### config.mk
export PLATFORM = sky130hd
export DESIGN_NAME = uart_frame_parser
export DESIGN_NICKNAME = d
export VERILOG_FILES = /design/src/rtl/uart_frame_pkg.sv /design/src/rtl/frame_word_fifo.sv /design/src/rtl/uart_frame_parser.sv
export SDC_FILE = /design/constraint.sdc
export NUM_CORES = 1
export LEC_CHECK = 0
export ABC_CLOCK_PERIOD_IN_PS = 5300
export BUFFER_PORTS_ARGS = -buffer_cell sky130_fd_sc_hd__buf_2
export CORE_ASPECT_RATIO = 2
export CORE_MARGIN = 2
export CORE_UTILIZATION = 40
export CTS_CLUSTER_DIAMETER = 40
export DETAILED_ROUTE_END_ITERATION = 12
export PLACE_DENSITY_LB_ADDON = 0.25
export SKIP_CTS_REPAIR_TIMING = 1
export SYNTH_ARGS = -nofsm -noshare
export SYNTH_HDL_FRONTEND = slang
export SYNTH_HIERARCHICAL = 1
export SYNTH_SLANG_ARGS = --single-unit
export TNS_END_PERCENT = 100
### constraint.sdc
create_clock -name clk -period 5.3 [get_ports clk]
set_input_delay 1.59 -clock clk [delete_from_list [all_inputs] [get_ports clk]]
set_output_delay 1.59 -clock clk [all_outputs]
set_load 0.01 [all_outputs]
### src/rtl/uart_frame_pkg.sv
`default_nettype none
// ----------------------------------------------------------------------------
// uart_frame_pkg : state encoding, error codes and defaults for the frame parser
// Rev 1.0
// ----------------------------------------------------------------------------
package uart_frame_pkg;

  typedef enum logic [2:0] {
    IDLE    = 3'd0,
    CMD     = 3'd1,
    LEN     = 3'd2,
    PAYLOAD = 3'd3,
    CSUM    = 3'd4
  } state_t;

  localparam logic [1:0] ERR_CSUM = 2'd0;
  localparam logic [1:0] ERR_LEN  = 2'd1;
  localparam logic [1:0] ERR_OVF  = 2'd2;
  localparam logic [1:0] ERR_TMO  = 2'd3;

  localparam logic [7:0] DEFAULT_SYNC_BYTE = 8'hA5;

endpackage
`default_nettype wire

### src/rtl/frame_word_fifo.sv
`default_nettype none
// ----------------------------------------------------------------------------
// frame_word_fifo : show-ahead synchronous FIFO with flush, full and empty
// Rev 1.0
// ----------------------------------------------------------------------------
module frame_word_fifo #(
  parameter int WIDTH = 33,
  parameter int DEPTH = 4
) (
  input  logic             clk,
  input  logic             rst,
  input  logic             flush,
  input  logic             push,
  input  logic [WIDTH-1:0] push_data,
  input  logic             pop,
  output logic [WIDTH-1:0] head_data,
  output logic             full,
  output logic             empty
);

  localparam int AW = (DEPTH > 1) ? $clog2(DEPTH) : 1;
  localparam logic [AW:0] FULL_COUNT = (AW+1)'(DEPTH);

  logic [WIDTH-1:0] mem [DEPTH];
  logic [AW-1:0]    wr_ptr;
  logic [AW-1:0]    rd_ptr;
  logic [AW:0]      count;
  logic             do_push;
  logic             do_pop;

  assign empty   = (count == '0);
  assign full    = (count == FULL_COUNT);
  assign do_pop  = pop & ~empty;
  // A pop frees the slot the write lands in, so push-while-full is legal with a pop.
  assign do_push = push & (~full | do_pop);

  assign head_data = empty ? '0 : mem[rd_ptr];

  always_ff @(posedge clk or posedge rst) begin
    if (rst) begin
      wr_ptr <= '0;
      rd_ptr <= '0;
      count  <= '0;
    end else if (flush) begin
      wr_ptr <= '0;
      rd_ptr <= '0;
      count  <= '0;
    end else begin
      if (do_push) wr_ptr <= wr_ptr + 1'b1;
      if (do_pop)  rd_ptr <= rd_ptr + 1'b1;
      case ({do_push, do_pop})
        2'b10:   count <= count + 1'b1;
        2'b01:   count <= count - 1'b1;
        default: count <= count;
      endcase
    end
  end

  always_ff @(posedge clk) begin
    if (do_push && !flush) mem[wr_ptr] <= push_data;
  end

endmodule
`default_nettype wire

### src/rtl/uart_frame_parser.sv
`default_nettype none
// ----------------------------------------------------------------------------
// uart_frame_parser : SYNC/CMD/LEN/payload/XOR-checksum parser feeding a word FIFO
// Rev 1.0
// ----------------------------------------------------------------------------
module uart_frame_parser
  import uart_frame_pkg::*;
#(
  parameter logic [7:0] SYNC_BYTE  = DEFAULT_SYNC_BYTE,
  parameter int         MAX_LEN    = 64,
  parameter int         FIFO_DEPTH = 4,
  parameter int         TIMEOUT    = 2000000
) (
  input  logic        clk,
  input  logic        rst,
  input  logic [7:0]  rx_data,
  input  logic        rx_ready,
  output logic [7:0]  cmd,
  output logic        cmd_valid,
  output logic [7:0]  frame_len,
  output logic [31:0] word_data,
  output logic        word_valid,
  output logic        word_last,
  input  logic        word_ready,
  output logic        frame_ok,
  output logic        frame_err,
  output logic [1:0]  err_code
);

  localparam int            TW        = $clog2(TIMEOUT + 1);
  localparam logic [7:0]    MAX_LEN_B = 8'(MAX_LEN);
  localparam logic [TW-1:0] TMO_LAST  = TW'(TIMEOUT - 1);

  state_t        state;
  state_t        state_next;
  logic [7:0]    csum;
  logic [7:0]    csum_next;
  logic [7:0]    byte_idx;
  logic [1:0]    lane;
  logic [31:0]   packer;
  logic [31:0]   packed_word;
  logic          last_byte;
  logic          word_done;
  logic          push_q;
  logic [32:0]   push_word;
  logic [TW-1:0] tmo_cnt;
  logic          tmo_hit;
  logic          ovf;
  logic          pop;
  logic          fifo_full;
  logic          fifo_empty;
  logic [32:0]   head;
  logic          cmd_cap;
  logic          len_cap;
  logic          pay_byte;
  logic          ok_set;
  logic          err_set;
  logic [1:0]    err_next;

  assign lane        = byte_idx[1:0];
  assign last_byte   = (byte_idx == frame_len - 8'd1);
  assign word_done   = (lane == 2'd3) | last_byte;
  // Lane 0 starts a fresh word, so upper lanes of a short final word stay zero.
  assign packed_word = ((lane == 2'd0) ? 32'd0 : packer) | ({24'd0, rx_data} << {lane, 3'b000});

  assign pop     = word_ready & ~fifo_empty;
  assign ovf     = push_q & fifo_full & ~pop;
  assign tmo_hit = (state != IDLE) && (tmo_cnt == TMO_LAST);

  always_ff @(posedge clk or posedge rst) begin
    if (rst) state <= IDLE;
    else     state <= state_next;
  end

  always_comb begin
    state_next = state;
    csum_next  = csum;
    cmd_cap    = 1'b0;
    len_cap    = 1'b0;
    pay_byte   = 1'b0;
    ok_set     = 1'b0;
    err_set    = 1'b0;
    err_next   = err_code;
    // Overflow comes from the push issued for an earlier byte, so it outranks this cycle's byte.
    if (ovf) begin
      err_set    = 1'b1;
      err_next   = ERR_OVF;
      state_next = IDLE;
    end else if (rx_ready) begin
      case (state)
        IDLE: begin
          if (rx_data == SYNC_BYTE) state_next = CMD;
        end
        CMD: begin
          cmd_cap    = 1'b1;
          csum_next  = rx_data;
          state_next = LEN;
        end
        LEN: begin
          len_cap   = 1'b1;
          csum_next = csum ^ rx_data;
          if (rx_data > MAX_LEN_B) begin
            err_set    = 1'b1;
            err_next   = ERR_LEN;
            state_next = IDLE;
          end else if (rx_data == 8'd0) begin
            state_next = CSUM;
          end else begin
            state_next = PAYLOAD;
          end
        end
        PAYLOAD: begin
          pay_byte  = 1'b1;
          csum_next = csum ^ rx_data;
          if (last_byte) state_next = CSUM;
        end
        CSUM: begin
          if (rx_data == csum) begin
            ok_set = 1'b1;
          end else begin
            err_set  = 1'b1;
            err_next = ERR_CSUM;
          end
          state_next = IDLE;
        end
        default: state_next = IDLE;
      endcase
    end else if (tmo_hit) begin
      err_set    = 1'b1;
      err_next   = ERR_TMO;
      state_next = IDLE;
    end
  end

  always_ff @(posedge clk or posedge rst) begin
    if (rst) begin
      cmd       <= 8'd0;
      cmd_valid <= 1'b0;
      frame_len <= 8'd0;
      frame_ok  <= 1'b0;
      frame_err <= 1'b0;
      err_code  <= 2'd0;
      csum      <= 8'd0;
      byte_idx  <= 8'd0;
      packer    <= 32'd0;
      push_q    <= 1'b0;
      push_word <= 33'd0;
      tmo_cnt   <= '0;
    end else begin
      cmd_valid <= cmd_cap;
      frame_ok  <= ok_set;
      frame_err <= err_set;
      err_code  <= err_next;
      csum      <= csum_next;
      if (cmd_cap) cmd       <= rx_data;
      if (len_cap) frame_len <= rx_data;

      push_q <= pay_byte & word_done;
      if (pay_byte) push_word <= {last_byte, packed_word};

      if (err_set || len_cap) begin
        byte_idx <= 8'd0;
        packer   <= 32'd0;
      end else if (pay_byte) begin
        byte_idx <= byte_idx + 8'd1;
        packer   <= word_done ? 32'd0 : packed_word;
      end

      if (state == IDLE || rx_ready || tmo_hit) tmo_cnt <= '0;
      else                                      tmo_cnt <= tmo_cnt + 1'b1;
    end
  end

  // Any abort discards words of the frame, including a push landing in the same cycle.
  frame_word_fifo #(
    .WIDTH (33),
    .DEPTH (FIFO_DEPTH)
  ) u_fifo (
    .clk       (clk),
    .rst       (rst),
    .flush     (err_set),
    .push      (push_q),
    .push_data (push_word),
    .pop       (pop),
    .head_data (head),
    .full      (fifo_full),
    .empty     (fifo_empty)
  );

  assign word_valid = ~fifo_empty;
  assign word_data  = head[31:0];
  assign word_last  = head[32];

endmodule
`default_nettype wire
==> flow_summary_export.csv, run 1 <==
group,metric,value,unit
timing,setup_viol,0,
yosys,ys.flop_type,"dfrtp_1",
yosys,synth_area,11600,um^2
power_and_ir_drop,p_comb_share,16.7,%
critical_path,cp.arrival,2.42,ns
routing,wl_met2,12700,um
yosys,syn_nets,896,
yosys,synth_top_cell_area_share,34.3,%
yosys,synthCells,875,
final_layout,antenna_cells,0,
worst_hold_path,hp-class,"flop to flop",
yosys,seq_area_frac_synth,63.3,%
timing,finalClockSkew,0.0127,ns
final_layout,layout.nets,947,
timing,finalSetupTns,0,ns
yosys,yosysUniqueCellTypes,67,
routing,met1_length,10000,um
clock_tree,clockBufferDepth,3,
final_layout,area_growth_syn_to_layout,12.6,%
routing,wl_met3,1090,um
timing,min_period,4.01,ns
yosys,ys_async_sr_fraction,50.4,%
yosys,yosys.area.top_type,"edfxtp_1",
power_and_ir_drop,powerDensity,430,nW/um^2
clock_tree,h-tree-depth,1,
timing,slew_headroom,20.9,%
timing,max_freq,249,MHz
place,io_buffers,66,
power_and_ir_drop,internal_power,3.94,mW
floorplan,die_w,124,um
floorplan,start_util,40.4,%
timing,maxSlewViolCount,0,
yosys,synth_enable_flop_cells,132,
yosys,synth_warnings,6,
clock_tree,tritoncts,"done",
floorplan,core,28600,um^2
routing,drc,0,
global_routing,grt_use_total,16.1,%
global_routing,grt_max_degree,79,
power_and_ir_drop,power.share.clock,31.8,%
place,hpwl,15300,um
floorplan,die_area,30400,um^2
clock_tree,cts_buffers,27,
critical_path,crit_fanout,33,
routing,routed_wl,24300,um
floorplan,die_y,244,um
power_and_ir_drop,p_seq_share,51.5,%
floorplan,ios,67,
routing,drt_pass1_iterations,5,
yosys,ys_ff_latch,266,
timing,tightest_slew,1.18,ns
place,gp_congestion,0.816,
critical_path,start_kind,"flop",
status,status,"finished clean",
timing,finalCritPeriodShare,75.7,%
clock_tree,cts_sinks,266,
power_and_ir_drop,power,5.61,mW
routing,vias,7133,
critical_path,end_kind,"primary output",
clock_tree,cts.clk_slew.worst_paths,0.06,ns
clock_tree,clkLatencyLatePin,0.54,ns
routing,vias_per_cell,5.46,
global_routing,grt_pass1_wl,40000,um
clock_tree,cts-root-buf,"clkbuf_16",
timing,final_hold_viol_count,0,
global_routing,first_global_vias,7499,
routing,ant_nets,0,
global_routing,gr-total-overflow,0,
final_layout,drive_gt1_share,20.0,%
yosys,synth.avg_cell_area,13.2,um^2
final_layout,layout_common_cells,"dfrtp_1 (132), edfxtp_1 (132), nor2_1 (121)",
routing,drtIter0Drc,496,
power_and_ir_drop,peakVddDrop,0.321,mV
routing,top_layer,"met4",
critical_path,critical_path_class,"flop to primary output",
global_routing,antenna_found_initial,0,
routing,wl_per_cell,18.6,um
power_and_ir_drop,power.leakage,4.99,nW
yosys,synth_area_leaders,"edfxtp_1 (34%), dfrtp_1 (29%), mux4_2 (6.4%)",
timing,rsz0062_at_grt,"false",
critical_path,worstPathRequired,3.71,ns
power_and_ir_drop,switchingPower,1.66,mW
flow_run,drv_cap,0,
floorplan,row_count,88,
power_and_ir_drop,netSwitchingFraction,29.7,%
-- per-stage QoR --
stage               hold WS [ns]  area, um^2  setup slack (ns)  instances  utilization [%]
finish                     0.485       13000              1.29       1306             45.5
global route               0.524       13000              1.12       1306             45.5
CTS                        0.492       13000              1.19       1306             45.5
detailed placement         0.475       12200             0.882       1257             42.6
global placement           0.461       12200              1.04       1257             42.6
floorplan                  0.448       11600            -0.606        875                -
-- synth_stat cells (20+ instances only) --
library cell  count
a21oi_1          27
a221oi_1         31
clkbuf_1         32
dfrtp_1         134
edfxtp_1        132
inv_1            21
mux4_2           33
nand2_1          55
nor2_1          122
nor2b_1          35
xnor2_1          20
xor2_1           22
-- cells by family (layout without fill, tap and decap cells) --
group | after synthesis | in the layout | synth area share, %
simple gates | 288 | 288 | 11.9
flops | 266 | 266 | 63.3
compound gates | 130 | 130 | 8.32
buf+inv | 79 | 150 | 3.18
mux | 60 | 60 | 8.97
xor+xnor | 43 | 43 | 3.32
fa+ha+maj | 9 | 9 | 1.04
-- worst paths after layout --
kind | from | endpoint | slack [ns] | cells past startpoint
setup / recovery | u_fifo/rd_ptr[0] | word_data[5] | 1.29 | 4
hold / removal | cmd[7] | cmd[7] | 0.48 | 2
setup reg to reg | state[1] | packer[19] | 1.81 | 7
hold reg to reg | cmd[7] | cmd[7] | 0.48 | 2
max in group asynchronous | rst | frame_len[2] | 2.99 | 3
min in group asynchronous | rst | u_fifo/count[2] | 1.01 | 2
-- metal layers --
metal,track usage (%),up-vias
li1,-,3324
met4,4.76,0
met1,20.5,3570
met2,28.6,197
met5,0,-
met3,1.99,42
-- power groups by stage --
stage / Sequential (mW) / Combinational, mW / Clock (mW)
2_1_floorplan: 2.85 / 0.690 / 0
3_3_place_gp: 2.91 / 0.920 / 0
3_5_place_dp: 2.93 / 0.940 / 0
4_1_cts: 2.89 / 0.942 / 1.83
5_1_grt: 2.94 / 1.05 / 1.91
6_report: 2.89 / 0.934 / 1.78
-- critical path, stage by stage, from the launching register on --
cell and delay (ns):
dfrtp_2 0.38, buf_4 0.55, mux4_2 0.61, nor2b_1 0.16
buf_2 0.16
-- area by class of cell --
type / count / area, um^2
clock buffers: 34 / 712
repair buffers: 80 / 435
multi-input cells: 530 / 3910
well taps: 360 / 450
fillers: 2606 / 15600
flip-flops and latches: 266 / 7320
inverters: 21 / 81.3
clock inverters: 15 / 119
-- sequential cells by signal (all words and copies together) (netlist names), 2 cells and up --
register	cells
u_fifo/mem	132
push_word	33
packer	32
tmo_cnt	21
byte_idx	8
cmd	8
csum	8
frame_len	8
state	3
u_fifo/count	3
err_code	2
u_fifo/rd_ptr	2
u_fifo/wr_ptr	2
No activity file was read; power rests on OpenSTA's default activity.
==> inputs of run 2 (changes only) <==
ABC_CLOCK_PERIOD_IN_PS = 3400   (was 5300)
clock period = 3.4 ns   (was 5.3 ns; I/O delays follow)
==> run 2 against run 1 <==
Net effect:
- worst hold slack lost 0.037 ns
- total power grew 57%
- register-to-register slack lost 1.3 ns
- final area grew 1.8%
- critical path type unchanged
- utilization grew 0.83 points
- critical endpoint is now word_data[6]
- final cell count grew 0.92%
- count of clock-buffer cells in the layout shrank 3
- critical path depth is the same
- via count grew 1.4%
- clock skew shrank 0.0018 ns
==> flow_summary_export.csv, run 2 (synthesis results as in run 1) <==
group,metric,value,unit
status,status,"finished clean",
global_routing,antenna_found_initial,0,
critical_path,end_kind,"primary output",
critical_path,worstReg2RegEnd,"err_code[0]",
floorplan,core,28600,um^2
timing,min_period,3.19,ns
routing,drc,0,
global_routing,first_global_vias,7287,
floorplan,die_w,124,um
final_layout,largest_reg_flops,132,
timing,tightest_slew,1.01,ns
timing,max_freq,314,MHz
critical_path,crit_fanout,14,
global_routing,gr-total-overflow,0,
flow_run,drv_cap,0,
critical_path,critical_path_class,"flop to primary output",
routing,ant_nets,0,
global_routing,grt_pass1_wl,39600,um
clock_tree,cts-root-buf,"clkbuf_16",
clock_tree,tritoncts,"done",
place,io_buffers,66,
critical_path,cpPeakStageDelay,0.54,ns
timing,finalClockSkew,0.0109,ns
final_layout,regMostFlops,"u_fifo/mem",
critical_path,start_kind,"flop",
critical_path,worstPathRequired,2.38,ns
routing,wl_per_cell,18.4,um
critical_path,rr_startpoint,"u_fifo/count[1]",
final_layout,final_core_util,46.3,%
final_layout,layout.nets,959,
routing,routed_wl,24300,um
final_layout,layout_common_cells,"dfrtp_1 (133), edfxtp_1 (132), nor2_1 (120)",
timing,finalCritPeriodShare,93.8,%
timing,slew_headroom,32.4,%
timing,setup_viol,0,
power_and_ir_drop,peakVddDrop,0.613,mV
critical_path,rr_worst_depth,9,
timing,maxSlewViolCount,0,
worst_hold_path,hp-class,"input pin to asynchronous set/reset pin",
final_layout,instances_no_fill,1318,
place,gp_congestion,0.846,
final_layout,reg.largest.list,"u_fifo/mem: 132 flops, push_word: 33 flops, packer: 32 flops",
final_layout,drive_gt1_share,21.0,%
floorplan,ios,67,
critical_path,cp_slowest_cell,"dfrtp_2",
final_layout,antenna_cells,0,
global_routing,grt_max_degree,74,
routing,drtIter0Drc,572,
routing,drt_pass1_iterations,6,
floorplan,die_area,30400,um^2
power_and_ir_drop,power,8.78,mW
routing,vias_per_cell,5.49,
place,hpwl,16000,um
power_and_ir_drop,power.leakage,5.09,nW
critical_path,crit_chain,"buf_12 -> mux4_2 -> nor2b_1 -> buf_2",
clock_tree,cts_sinks,266,
final_layout,final_common_cell,"dfrtp_1",
clock_tree,h-tree-depth,1,
clock_tree,clkLatencyLatePin,0.53,ns
global_routing,grt_use_total,16.1,%
final_layout,area_growth_syn_to_layout,14.7,%
floorplan,die_y,244,um
clock_tree,cts_buffers,26,
power_and_ir_drop,powerDensity,662,nW/um^2
place,placed_cells,1270,
clock_tree,cts.clk_slew.worst_paths,0.06,ns
critical_path,rrSetupSlack,0.48,ns
timing,final_hold_viol_count,0,
clock_tree,clockBufferDepth,3,
critical_path,cp.arrival,2.17,ns
timing,rsz0062_at_grt,"false",
floorplan,row_count,88,
routing,vias,7234,
floorplan,start_util,40.4,%
[run 2: worst max-delay path: cells and delay by family (launching register included)]
kind	cells	cell delay, ns
buffers and inverters	2	0.38
flip-flops	1	0.54
multiplexers	1	0.54
AND/OR/NAND/NOR	1	0.16
[run 2: cell type report]
| class | instances | area [um^2] |
|---|---|---|
| sequential | 266 | 7320 |
| timing repair buffer | 93 | 633 |
| tap | 360 | 450 |
| clock inverter | 17 | 130 |
| fill | 2608 | 15400 |
| inverter | 21 | 82.6 |
| multi-input combinational | 530 | 3950 |
| clock buffer | 31 | 701 |
[run 2: worst max path at each step]
stage / end / slack (ns) / cells past startpoint / startpoint
2_1_floorplan: u_fifo/mem[1][0] / -0.53 / 8 / rx_data[0]
5_1_grt: word_data[6] / 0.10 / 4 / u_fifo/rd_ptr[0]
3_5_place_dp: u_fifo/mem[0][11] / 0.25 / 8 / word_ready
3_3_place_gp: u_fifo/mem[0][11] / 0.30 / 8 / word_ready
6_report: word_data[6] / 0.21 / 4 / u_fifo/rd_ptr[0]
4_1_cts: word_data[6] / 0.15 / 4 / u_fifo/rd_ptr[0]
[run 2: layer usage]
| metal | global-route usage (%) | up-vias | part of all wire [%] |
|---|---|---|---|
| li1 | - | 3337 | - |
| met2 | 28.4 | 213 | 52 |
| met1 | 20.4 | 3643 | 41 |
| met5 | 0 | - | 0 |
| met3 | 2.03 | 41 | 4.6 |
| met4 | 5.22 | 0 | 2.6 |
[run 2: per-stage QoR]
stage	instance area, um^2	setup slack [ns]	setup TNS (ns)	hold slack (ns)
floorplan	11600	-0.532	-55.95	0.448
global placement	12400	0.302	0	0.462
detailed placement	12400	0.247	0	0.473
CTS	13300	0.148	0	0.429
global route	13300	0.102	0	0.461
finish	13300	0.212	0	0.448
[run 2: power by group]
part           switching [mW]  leakage, nW  internal, mW
clock                    1.20        0.398          1.56
sequential              0.484         2.92          4.03
combinational           0.879         1.78         0.622
total                    2.57         5.09          6.21
